## src/rtl/uart_pkg.sv

```systemverilog
// Shared types and constants for the UART word receiver.
// Latency: none (declarations only).
// Backpressure: none (declarations only).
package uart_pkg;

    // Byte receiver FSM states.
    typedef enum logic [1:0] {
        IDLE  = 2'd0,
        START = 2'd1,
        DATA  = 2'd2,
        STOP  = 2'd3
    } rx_state_t;

    // Terminal count of the bit counter for one full bit period.
    function automatic logic [31:0] e_clk_bit(input int unsigned half);
        return 32'(2 * half - 1);
    endfunction

    // Terminal count used to land in the middle of the start bit.
    function automatic logic [31:0] half_bit_cmp(input int unsigned half);
        return 32'(half - 1);
    endfunction

endpackage

```

## src/rtl/uart_rx_byte.sv

```systemverilog
// Deserialises one 8N1 byte from the asynchronous rxd pin.
// Latency: byte_ok/byte_ferr assert in the cycle the mid-stop sample is taken.
// Backpressure: none; the serial line cannot be stalled, pulses must be consumed at once.
import uart_pkg::*;

module uart_rx_byte #(
    parameter int unsigned CLK_PER_HALF_BIT = 5208
) (
    input  logic       clk,
    input  logic       rst,
    input  logic       rxd,
    output logic [7:0] byte_data,
    output logic       byte_ok,
    output logic       byte_ferr,
    output logic       byte_busy
);

    localparam logic [31:0] BIT_END  = e_clk_bit(CLK_PER_HALF_BIT);
    localparam logic [31:0] HALF_END = half_bit_cmp(CLK_PER_HALF_BIT);

    logic        rx_meta;
    logic        rxs;
    rx_state_t   state;
    logic [31:0] cnt;
    logic [2:0]  bit_idx;
    logic [7:0]  shreg;
    logic        stop_hit;

    // Two-flop synchronizer; resets to the idle (mark) level.
    always_ff @(posedge clk) begin
        if (rst) begin
            rx_meta <= 1'b1;
            rxs     <= 1'b1;
        end else begin
            rx_meta <= rxd;
            rxs     <= rx_meta;
        end
    end

    // Byte FSM: find start edge, confirm mid start bit, sample 8 data bits and the stop bit mid-bit.
    always_ff @(posedge clk) begin
        if (rst) begin
            state   <= IDLE;
            cnt     <= 32'd0;
            bit_idx <= 3'd0;
            shreg   <= 8'd0;
        end else begin
            case (state)
                IDLE: begin
                    cnt <= 32'd0;
                    if (!rxs) begin
                        state <= START;
                    end
                end
                START: begin
                    if (cnt == HALF_END) begin
                        cnt <= 32'd0;
                        if (!rxs) begin
                            state   <= DATA;
                            bit_idx <= 3'd0;
                        end else begin
                            // Line went back high: a glitch, not a start bit.
                            state <= IDLE;
                        end
                    end else begin
                        cnt <= cnt + 32'd1;
                    end
                end
                DATA: begin
                    if (cnt == BIT_END) begin
                        cnt     <= 32'd0;
                        shreg   <= {rxs, shreg[7:1]};
                        bit_idx <= bit_idx + 3'd1;
                        if (bit_idx == 3'd7) begin
                            state <= STOP;
                        end
                    end else begin
                        cnt <= cnt + 32'd1;
                    end
                end
                STOP: begin
                    // Leave at mid stop bit so a shortened stop bit and an
                    // immediately following start edge are both caught.
                    if (cnt == BIT_END) begin
                        cnt   <= 32'd0;
                        state <= IDLE;
                    end else begin
                        cnt <= cnt + 32'd1;
                    end
                end
                default: begin
                    state <= IDLE;
                end
            endcase
        end
    end

    // Stop-bit sample outcome, valid for the single sampling cycle.
    always_comb begin
        stop_hit  = (state == STOP) && (cnt == BIT_END);
        byte_ok   = stop_hit && rxs;
        byte_ferr = stop_hit && !rxs;
        byte_data = shreg;
        byte_busy = (state == DATA) || (state == STOP);
    end

endmodule

```

## src/rtl/uart_rx_word.sv

```systemverilog
// Packs four received bytes, LSB-first, into a 32-bit word behind a one-entry valid/ready register.
// Latency: valid rises one clock after the stop-bit sample of the 4th byte.
// Backpressure: a word completing while valid is held and ready is low is dropped with an overrun pulse.
import uart_pkg::*;

module uart_rx_word #(
    parameter int unsigned CLK_PER_HALF_BIT = 5208
) (
    input  logic        clk,
    input  logic        rst,
    input  logic        rxd,
    output logic [31:0] rdata,
    output logic        valid,
    input  logic        ready,
    output logic        rx_busy,
    output logic        ferr,
    output logic        overrun
);

    logic [7:0]  byte_data;
    logic        byte_ok;
    logic        byte_ferr;
    logic        byte_busy;
    logic [1:0]  byte_cnt;
    logic [23:0] asm_word;

    uart_rx_byte #(
        .CLK_PER_HALF_BIT (CLK_PER_HALF_BIT)
    ) u_rx_byte (
        .clk       (clk),
        .rst       (rst),
        .rxd       (rxd),
        .byte_data (byte_data),
        .byte_ok   (byte_ok),
        .byte_ferr (byte_ferr),
        .byte_busy (byte_busy)
    );

    // Word assembly, output register, handshake and error pulses.
    always_ff @(posedge clk) begin
        if (rst) begin
            byte_cnt <= 2'd0;
            asm_word <= 24'd0;
            rdata    <= 32'd0;
            valid    <= 1'b0;
            ferr     <= 1'b0;
            overrun  <= 1'b0;
        end else begin
            ferr    <= 1'b0;
            overrun <= 1'b0;
            if (valid && ready) begin
                valid <= 1'b0;
            end
            if (byte_ferr) begin
                // A corrupted byte poisons the whole word: restart at lane 0.
                ferr     <= 1'b1;
                byte_cnt <= 2'd0;
            end else if (byte_ok) begin
                byte_cnt <= byte_cnt + 2'd1;
                case (byte_cnt)
                    2'd0: asm_word[7:0]   <= byte_data;
                    2'd1: asm_word[15:8]  <= byte_data;
                    2'd2: asm_word[23:16] <= byte_data;
                    default: begin
                        // Last lane goes straight to the output register.
                        if (!valid || ready) begin
                            rdata <= {byte_data, asm_word};
                            valid <= 1'b1;
                        end else begin
                            overrun <= 1'b1;
                        end
                    end
                endcase
            end
        end
    end

    // Busy while a word is partly collected or a byte is being shifted in.
    always_comb begin
        rx_busy = byte_busy || (byte_cnt != 2'd0);
    end

endmodule
```

## config.mk

```make
export PLATFORM = sky130hd
export DESIGN_NAME = uart_rx_word
export DESIGN_NICKNAME = d
export VERILOG_FILES = /design/src/rtl/uart_pkg.sv /design/src/rtl/uart_rx_byte.sv /design/src/rtl/uart_rx_word.sv
export SDC_FILE = /design/constraint.sdc
export NUM_CORES = 1
export LEC_CHECK = 0
export CORE_AREA = 2 2 119 110
export CTS_CLUSTER_DIAMETER = 200
export DETAILED_ROUTE_END_ITERATION = 10
export DIE_AREA = 0 0 121 112
export SLEW_MARGIN = 20
export SYNTH_ARGS = -nofsm -noshare
export SYNTH_HDL_FRONTEND = slang
export SYNTH_HIERARCHICAL = 1
export SYNTH_SLANG_ARGS = --single-unit
```

## constraint.sdc

```tcl
create_clock -name clk -period 3.2 [get_ports clk]
set_clock_uncertainty 0.15 [all_clocks]
set_input_delay 0.64 -clock clk [delete_from_list [all_inputs] [get_ports clk]]
set_output_delay 0.64 -clock clk [all_outputs]
set_load 0.1 [all_outputs]
```

==> results.py, run 1 <==
metrics = {
    "status": {
        "status": "complete, no violations",
    },
    "synth": {
        "netlist_instances": 496,
        "syn_area_per_cell_um2": 9.70,
        "synth_cell_types": 42,
        "ys_ff_latch": 108,
        "seq_area_frac_synth": 0.449,
        "yosysTopAreaCellShare": 0.449,
        "syn-cell-area_um2": 4810,
        "async_flop_share": 0,
        "syn-num-nets": 507,
        "synth_edf_count": 0,
        "synth_most_common_cell": "dfxtp_1",
        "synthTopCellsByCount": "108 x dfxtp_1, 69 x nand2b_1, 67 x nor2_1",
        "synth_area_leaders": "dfxtp_1 45%, mux2i_1 14%, nand2b_1 9.0%, nor2_1 5.2%, xnor2_1 4.0%",
        "yosys.area.top_type": "dfxtp_1",
        "ys.warnings.count": 6,
        "synth_ff_type": "dfxtp_1",
    },
    "critical_path": {
        "critPathMaxFanout": 8,
        "worstSetupEndpointType": "flip-flop",
        "crit_arrival_ps": 2870,
        "max_stage_delay_ps": 490,
        "worst_path_most_repeated_cell": "nor2_1",
        "required_ps": 3270,
        "path_cells": "nor4_1 > nand2_1 > nor3_1 > nand3_1 > nor2_1 > nand3b_1 > mux2i_1 > nor2_1",
        "crit_path_top_delay_cell": "nand3b_1",
        "crit_type": "reg2reg",
        "critPathLaunchType": "flip-flop",
    },
    "finish": {
        "drive_above_1_share": 0.138,
        "final_nets": 534,
        "fillers": 1210,
        "synthToLayoutAreaGrowth_pct": 13.9,
        "insertedDiodeCount": 0,
    },
    "global_route": {
        "grt_max_degree": 60,
        "grt_pass1_wl_um": 15400,
        "grt_overflow_total": 0,
        "antenna_found_initial": 0,
        "grt_usage": 0.143,
        "grt_pass1_vias": 3216,
    },
    "flow_run": {
        "maxCapViolCount": 0,
    },
    "sta": {
        "finalSetupViolations": 0,
        "slew_headroom": 0.593,
        "fin_setup_tns_ps": 0,
        "max_freq_mhz": 357,
        "final_max_slew_viol_count": 0,
        "hold_viol_final": 0,
        "period_minus_slack_ps": 2800,
        "worst_pin_slew_ps": 611,
        "grt_setup_unrepaired": "false",
        "finalCritPeriodShare": 0.874,
    },
    "cts": {
        "clock_latency_ps": 350,
        "tritoncts": "done",
        "hold_buffers": 0,
        "cts_sinks": 108,
        "clkSlewWorstSetupHoldPaths_ps": 70,
        "cts_resized": 0,
        "cts_setup_buffers": 0,
        "cts_made_buffers": 9,
        "clock_tree.htree_level_count": 3,
        "cts_root_buf": "clkbuf_16",
        "clk_path_buf_depth": 2,
    },
    "hold_path": {
        "worstHoldPathType": "reg2reg",
    },
    "pwr": {
        "clkPwrFrac": 0.445,
        "total_power_mw": 2.50,
        "combPwrFrac": 0.017,
        "power.switching_mw": 0.527,
        "peakVddDrop_mv": 0.304,
        "p_leak_nw": 2.03,
        "p_sw_frac": 0.210,
        "cellPowerDensity_nw_per_um2": 457,
        "p_seq_frac": 0.538,
        "power.internal_mw": 1.98,
    },
    "routing": {
        "firstDrtPassIters": 4,
        "drt-initial-drc-count": 190,
        "num_vias": 3402,
        "ant_nets": 0,
        "wl_per_cell_um": 13.4,
        "drc": 0,
        "wirelength_um": 9240,
        "viasPerCell": 4.92,
    },
    "die": {
        "die_height_um": 112,
        "io_pins": 40,
        "coreArea_um2": 12300,
        "dieArea_um2": 13600,
        "start_util": 0.390,
        "die_w_um": 121,
        "row_count": 39,
    },
    "placement": {
        "dpl.hpwl_um": 6410,
        "portBuffers": 39,
        "place_congestion": 0.839,
    },
}
critical path: cells and delay by family, from the launching register on:
kind / cells / cell delay (ps)
multiplexers: 1 / 300
AND/OR/NAND/NOR: 7 / 1870
flip-flops: 1 / 340
area by class of cell:
type / instances / area [µm²] / area share
repair buffers: 45 / 353 / 0.0644
well taps: 164 / 205 / 0.0374
multi-input cells: 349 / 2420 / 0.442
inverters: 10 / 37.5 / 0.00685
clock inverters: 6 / 70.1 / 0.0128
flip-flops and latches: 108 / 2160 / 0.394
clock buffers: 10 / 229 / 0.0418
power groups by stage:
| stage | combinational, mW | sequential [mW] | clock (mW) |
|---|---|---|---|
| final | 0.0421 | 1.35 | 1.12 |
| after CTS | 0.0429 | 1.35 | 1.16 |
| after global routing | 0.0460 | 1.35 | 1.21 |
| after detailed placement | 0.0431 | 1.38 | 0 |
| after global placement | 0.0425 | 1.38 | 0 |
| after floorplan | 0.0348 | 1.38 | 0 |
worst paths after layout:
path / from / endpoint / slack [ps] / cells past startpoint
worst max register to register: u_rx_byte/cnt[15] / asm_word[0] / 400 / 8
worst min-delay path: u_rx_byte/rx_meta / u_rx_byte/rxs / 260 / 1
worst min register to register: u_rx_byte/rx_meta / u_rx_byte/rxs / 260 / 1
worst max-delay path: u_rx_byte/cnt[15] / asm_word[0] / 400 / 8
layout by cell type (no fill, tap or decap), types with 3 or more instances in the layout:
cell       count
a21oi_1        7
and2_1         3
and3_1         6
and4_1         5
buf_4         41
clkbuf_16      9
dfxtp_1      108
ha_1           7
inv_1         10
mux2i_1       65
nand2_1       14
nand2b_1      69
nand3_1       14
nand3b_1       4
nand4_1        7
nor2_1        67
nor3_1        14
nor4_1         4
nor4_2         4
nor4b_2        4
o21ai_0        4
or3_1          3
xnor2_1       22
xor2_1         7
metrics by stage:
step	util	std cells	hold WS, ps	area (µm²)	setup WS (ps)
6_report	0.444	692	261	5480	402
5_1_grt	0.444	692	277	5480	65.5
4_1_cts	0.444	692	265	5480	387
3_5_place_dp	0.420	676	248	5180	410
3_3_place_gp	0.420	676	244	5180	499
2_1_floorplan	-	496	239	4810	960
layer usage:
layer | global-route usage | wire (µm) | vias to the layer above
met5 | 0 | 0 | -
met3 | 0.0359 | 320 | 12
met4 | 0.0566 | 136 | 0
met1 | 0.182 | 4370 | 1612
met2 | 0.233 | 4410 | 48
li1 | - | - | 1730
registers in the layout, summed over array words and instances, names as in the netlist, named ones only:
name	cells
u_rx_byte/cnt	32
u_rx_byte/bit_idx	3
u_rx_byte/rxs	1
ferr	1
u_rx_byte/state	1
u_rx_byte/byte_data	8
overrun	1
u_rx_byte/rx_meta	1
rdata	32
valid	1
byte_cnt	2
asm_word	24
kinds of logic (layout without fill, tap and decap cells):
logic type               Yosys count  after routing  synth area share
AND/OR/NAND/NOR                  232            232             0.276
adder cells (fa/ha/maj)            7              7            0.0182
buffers and inverters             39             71            0.0484
AO/OA/AOI/OAI                     16             16            0.0200
flip-flops                       108            108             0.449
multiplexers                      65             65             0.135
XOR/XNOR                          29             29            0.0528
Power figures use the tool's default switching activity.
==> run 2, diff against run 1 <==
--- a/config.mk
+++ b/config.mk
@@ -5,10 +5,10 @@
 export SDC_FILE = /design/constraint.sdc
 export NUM_CORES = 1
 export LEC_CHECK = 0
-export CORE_AREA = 2 2 119 110
+export CORE_AREA = 4 4 121 112
 export CTS_CLUSTER_DIAMETER = 200
 export DETAILED_ROUTE_END_ITERATION = 10
-export DIE_AREA = 0 0 121 112
+export DIE_AREA = 0 0 125 116
 export SLEW_MARGIN = 20
 export SYNTH_ARGS = -nofsm -noshare
 export SYNTH_HDL_FRONTEND = slang
==> constraint.sdc (replaced) <==
create_clock -name clk -period 3.2 [get_ports clk]
set_clock_uncertainty 0.15 [all_clocks]
set_input_delay 0.96 -clock clk [delete_from_list [all_inputs] [get_ports clk]]
set_output_delay 0.96 -clock clk [all_outputs]
set_load 0.1 [all_outputs]
==> run 2 against run 1 <==
Against the previous run: sequential power is essentially flat; design area shrank 0.25%; global-route usage shrank 1.2 points; register-to-register slack gained 110 ps; clock power shrank 4%; core utilization shrank 0.29 points; routed wire length grew 0.54%; critical path depth grew 1; via count shrank 2.3%; worst hold slack gained 6.6 ps; clock-buffer cell count is the same; worst setup slack gained 110 ps; largest power group unchanged.
==> results.py, run 2 (synthesis results as in run 1) <==
metrics = {
    "global_route": {
        "grt_pass1_wl_um": 15400,
        "grt_overflow_total": 0,
        "use_met1": 0.156,
        "use_met2": 0.225,
        "grt_usage": 0.132,
        "top_usage_layer": "met2",
        "grt_pass1_vias": 3202,
        "grt_max_degree": 107,
        "gr-usage-met3": 0.0364,
        "antenna_found_initial": 0,
    },
    "cts": {
        "tritoncts": "done",
        "cts_sinks": 108,
        "clock_tree.htree_level_count": 3,
        "clk_path_buf_depth": 2,
        "cts_setup_buffers": 0,
        "clkSlewWorstSetupHoldPaths_ps": 70,
        "cts_root_buf": "clkbuf_16",
        "hold_buffers": 0,
        "cts_made_buffers": 9,
        "clock_latency_ps": 350,
        "cts_resized": 0,
    },
    "sta": {
        "setup_slack_ps": 508,
        "period_minus_slack_ps": 2690,
        "grt_setup_unrepaired": "false",
        "slew_headroom": 0.437,
        "finalSetupViolations": 0,
        "max_freq_mhz": 371,
        "hold_viol_final": 0,
        "finalCritPeriodShare": 0.841,
        "final_max_slew_viol_count": 0,
        "worst_pin_slew_ps": 844,
        "fin_setup_tns_ps": 0,
    },
    "finish": {
        "instances_no_fill": 692,
        "insertedDiodeCount": 0,
        "synthToLayoutAreaGrowth_pct": 13.6,
        "layout_common_cells": "108 x dfxtp_1, 69 x nand2b_1, 67 x nor2_1",
        "largestRegisters": "rdata (32), u_rx_byte/cnt (32), asm_word (24)",
        "layout_commonest_cell": "dfxtp_1",
        "final_nets": 534,
        "drive_above_1_share": 0.140,
    },
    "status": {
        "status": "complete, no violations",
    },
    "placement": {
        "dpl.hpwl_um": 6240,
        "portBuffers": 39,
        "place_congestion": 0.806,
        "post-place-ws_ps": 509,
        "placed_cells": 676,
    },
    "critical_path": {
        "crit_path_top_delay_cell": "nand3b_1",
        "crit_type": "reg2reg",
        "path_cells": "ha_1 > and3_1 > nand4_1 > nor3_1 > nand3_1 > nor2_1 > nand3b_1 > mux2i_1 > nor2_1",
        "ff2ff_path_depth": 9,
        "regToRegStartpoint": "u_rx_byte/cnt[0]",
        "critPathMaxFanout": 8,
        "max_stage_delay_ps": 460,
        "rrSetupSlack_ps": 510,
        "crit_arrival_ps": 2760,
        "r2r-end": "asm_word[0]",
        "worst_path_most_repeated_cell": "nor2_1",
        "critPathLaunchType": "flip-flop",
        "worstSetupEndpointType": "flip-flop",
        "required_ps": 3270,
    },
    "hold_path": {
        "holdCritStartpoint": "u_rx_byte/rx_meta",
        "hold_end": "u_rx_byte/rxs",
        "worstHoldPathType": "reg2reg",
        "hold_path_depth": 1,
    },
    "routing": {
        "wl_per_cell_um": 13.4,
        "ant_nets": 0,
        "drc": 0,
        "viasPerCell": 4.80,
        "wirelength_um": 9290,
        "num_vias": 3323,
        "firstDrtPassIters": 4,
        "drt-initial-drc-count": 217,
    },
    "die": {
        "dieArea_um2": 14500,
        "io_pins": 40,
        "coreArea_um2": 12400,
        "row_count": 39,
        "die_height_um": 116,
        "start_util": 0.388,
        "die_w_um": 125,
    },
    "pwr": {
        "cellPowerDensity_nw_per_um2": 449,
        "p_leak_nw": 2.03,
        "peakVddDrop_mv": 0.352,
        "total_power_mw": 2.45,
    },
    "flow_run": {
        "maxCapViolCount": 0,
    },
}
-- run 2: cell count changes in the layout (fill, tap and decap cells not counted) --
cell / before / now
clkinv_2: 1 / 2
bufinv_16: 1 / 0
clkbuf_8: 0 / 1
clkinv_4: 0 / 1
clkinvlp_4: 2 / 1
clkbuf_1: 1 / 0
-- run 2: through the flow --
step | utilization | hold WS [ps] | instance area (µm²)
3_5_place_dp | 0.418 | 254 | 5180
6_report | 0.441 | 268 | 5470
3_3_place_gp | 0.418 | 259 | 5180
2_1_floorplan | - | 239 | 4810
5_1_grt | 0.441 | 284 | 5470
4_1_cts | 0.441 | 274 | 5470
-- run 2: final cells by class --
type	instances	area, µm²
fill	1196	6930
multi-input combinational	349	2420
sequential	108	2160
timing repair buffer	45	353
clock buffer	10	239
tap	164	205
clock inverter	6	46.3
inverter	10	37.5
-- run 2: worst max path at each step --
stage | from | end | slack (ps) | cells past startpoint
4_1_cts | u_rx_byte/cnt[0] | asm_word[0] | 510 | 9
5_1_grt | u_rx_byte/cnt[8] | asm_word[7] | 220 | 8
3_5_place_dp | u_rx_byte/cnt[0] | asm_word[6] | 510 | 9
2_1_floorplan | byte_cnt[0] | rx_busy | 710 | 3
3_3_place_gp | u_rx_byte/cnt[0] | asm_word[7] | 570 | 9
6_report | u_rx_byte/cnt[0] | asm_word[0] | 510 | 9
-- run 2: critical path, delay by kind of cell (launching register included) --
family	cells	cell delay (ps)
mux	1	250
flops	1	350
fa+ha+maj	1	250
simple gates	7	1570
-- run 2: report_power, final --
part | internal [mW] | switching (mW) | leakage (nW)
Sequential | 1.34 | 0.00198 | 0.870
Clock | 0.556 | 0.509 | 0.141
Combinational | 0.0182 | 0.0231 | 1.02
Total | 1.92 | 0.534 | 2.03
-- run 2: metal layers --
| metal | vias up | part of all wire |
|---|---|---|
| li1 | 1725 | - |
| met1 | 1541 | 0.46 |
| met2 | 47 | 0.49 |
| met3 | 10 | 0.035 |
| met4 | 0 | 0.014 |
| met5 | - | 0 |
==> run 3, diff against run 2 <==
==> constraint.sdc (replaced) <==
create_clock -name clk -period 2.8 [get_ports clk]
set_clock_uncertainty 0.15 [all_clocks]
set_input_delay 0.84 -clock clk [delete_from_list [all_inputs] [get_ports clk]]
set_output_delay 0.84 -clock clk [all_outputs]
set_load 0.1 [all_outputs]
==> run 3 against run 2 <==
Against the previous run: clock-buffer cell count shrank 1; worst setup slack lost 210 ps; total power grew 16%; via count grew 0.63%; core utilization grew 0.49 points; non-clock buffer count grew 4; critical path type unchanged; highest routed layer unchanged; critical path depth is the same; routed wire length shrank 2.8%; final cell count grew 0.58%.
==> results.py, run 3 (synthesis results as in run 1) <==
metrics = {
    "global_route": {
        "grt_usage": 0.129,
        "grt_pass1_wl_um": 15100,
        "grt_overflow_total": 0,
        "grt_max_degree": 104,
        "antenna_found_initial": 0,
        "grt_pass1_vias": 3182,
    },
    "pwr": {
        "p_sw_frac": 0.229,
        "power.switching_mw": 0.649,
        "combPwrFrac": 0.017,
        "peakVddDrop_mv": 0.396,
        "p_leak_nw": 2.05,
        "p_seq_frac": 0.543,
        "cellPowerDensity_nw_per_um2": 513,
        "clkPwrFrac": 0.440,
        "power.internal_mw": 2.19,
    },
    "routing": {
        "wl_per_cell_um": 13.0,
        "num_vias": 3344,
        "wl_met2_um": 4300,
        "drt-met1-wl_um": 4310,
        "wirelength_um": 9030,
        "dr.max_layer_used": "met4",
        "wl_met3_um": 271,
        "drt-initial-drc-count": 221,
        "viasPerCell": 4.80,
        "drc": 0,
        "ant_nets": 0,
        "firstDrtPassIters": 4,
    },
    "finish": {
        "final_nets": 538,
        "multiInputGateArea_um2": 2420,
        "synthToLayoutAreaGrowth_pct": 14.9,
        "post-route-util": 0.446,
        "drive_above_1_share": 0.147,
        "insertedDiodeCount": 0,
        "largestRegisters": "rdata (32), u_rx_byte/cnt (32), asm_word (24)",
        "seq_area_um2": 2160,
        "fillers": 1237,
        "layout_common_cells": "108 x dfxtp_1, 69 x nand2b_1, 67 x nor2_1",
        "layout_commonest_cell": "dfxtp_1",
    },
    "die": {
        "dieArea_um2": 14500,
        "coreArea_um2": 12400,
        "die_w_um": 125,
        "start_util": 0.388,
        "die_height_um": 116,
        "io_pins": 40,
        "row_count": 39,
    },
    "critical_path": {
        "cp.buffers_inverters": 1,
        "crit_path_top_delay_cell": "dfxtp_1",
        "rrSetupSlack_ps": 300,
        "required_ps": 2930,
        "path_delay_family": "simple AND/OR/NAND/NOR gates",
        "path_cells": "nor4_1 > nand2_1 > nor3_1 > nand3_1 > nor2_1 > nand3b_1 > nor2b_4 > buf_12 > mux2i_1",
        "critPathMaxFanout": 32,
        "worstSetupEndpointType": "flip-flop",
        "critPathLaunchType": "flip-flop",
        "crit_type": "reg2reg",
        "crit_arrival_ps": 2630,
        "ff2ff_path_depth": 9,
        "regToRegStartpoint": "u_rx_byte/cnt[8]",
        "max_stage_delay_ps": 360,
        "r2r-end": "rdata[13]",
        "cp_num_cells": 9,
    },
    "sta": {
        "final_max_slew_viol_count": 0,
        "grt_setup_unrepaired": "false",
        "worst_pin_slew_ps": 819,
        "hold_viol_final": 0,
        "period_minus_slack_ps": 2500,
        "fin_setup_tns_ps": 0,
        "max_freq_mhz": 400,
        "slew_headroom": 0.454,
        "finalSetupViolations": 0,
        "finalCritPeriodShare": 0.893,
    },
    "cts": {
        "hold_buffers": 0,
        "cts_root_buf": "clkbuf_16",
        "clock_tree.htree_level_count": 3,
        "clkSlewWorstSetupHoldPaths_ps": 70,
        "cts_resized": 0,
        "clk_path_buf_depth": 2,
        "cts_sinks": 108,
        "cts_setup_buffers": 0,
        "cts_made_buffers": 9,
        "clock_latency_ps": 360,
        "tritoncts": "done",
    },
    "hold_path": {
        "worstHoldPathType": "reg2reg",
        "holdCritStartpoint": "u_rx_byte/rx_meta",
        "hold_path_depth": 1,
        "hold_end": "u_rx_byte/rxs",
    },
    "flow_run": {
        "maxCapViolCount": 0,
    },
    "placement": {
        "place_congestion": 0.757,
        "portBuffers": 39,
        "dpl.hpwl_um": 6110,
    },
    "status": {
        "status": "complete, no violations",
    },
}
[run 3: cell count changes in the layout (fill, tap and decap cells not counted)]
cell | before | now
clkinvlp_4 | 1 | 2
clkinv_2 | 2 | 0
clkbuf_8 | 1 | 0
inv_8 | 1 | 3
buf_4 | 41 | 43
buf_12 | 1 | 3
[run 3: layout make-up]
class / count / area share
Multi-Input combinational cell: 349 / 0.439
Sequential cell: 108 / 0.391
Timing Repair Buffer: 49 / 0.0738
Clock buffer: 9 / 0.0407
Tap cell: 164 / 0.0371
Clock inverter: 7 / 0.0120
Inverter: 10 / 0.00679
[run 3: stage by stage]
step	std cells	hold WS, ps	instance area [µm²]	setup WS [ps]	power [mW]
global placement	680	277	5240	340	1.62
floorplan	496	239	4810	435	1.61
finish	696	283	5530	299	2.84
detailed placement	680	271	5240	326	1.63
global route	696	296	5530	92.4	2.94
CTS	696	289	5530	292	2.88
[run 3: worst reg2reg max path, delay by kind of cell, from the launching register on]
kind          cells  cell delay [ps]
buf+inv           1              240
flops             1              360
mux               1              250
simple gates      7             1450
[run 3: worst max-delay path by stage]
stage | startpoint | end
after CTS | u_rx_byte/cnt[0] | rdata[0]
final | u_rx_byte/cnt[8] | rdata[13]
after global routing | u_rx_byte/cnt[0] | asm_word[7]
after detailed placement | u_rx_byte/cnt[0] | asm_word[2]
after global placement | u_rx_byte/cnt[8] | rdata[29]
after floorplan | byte_cnt[0] | rx_busy
[run 3: metal layers]
| metal | vias up | track usage |
|---|---|---|
| met5 | - | 0 |
| met4 | 0 | 0.0499 |
| met3 | 8 | 0.0382 |
| met2 | 30 | 0.220 |
| met1 | 1571 | 0.154 |
| li1 | 1735 | - |
[run 3: power groups by stage]
stage,logic [mW],registers [mW],clock network (mW)
floorplan,0.0398,1.57,0
global placement,0.0491,1.58,0
detailed placement,0.0498,1.58,0
CTS,0.0497,1.54,1.29
global route,0.0543,1.54,1.35
finish,0.0495,1.54,1.25
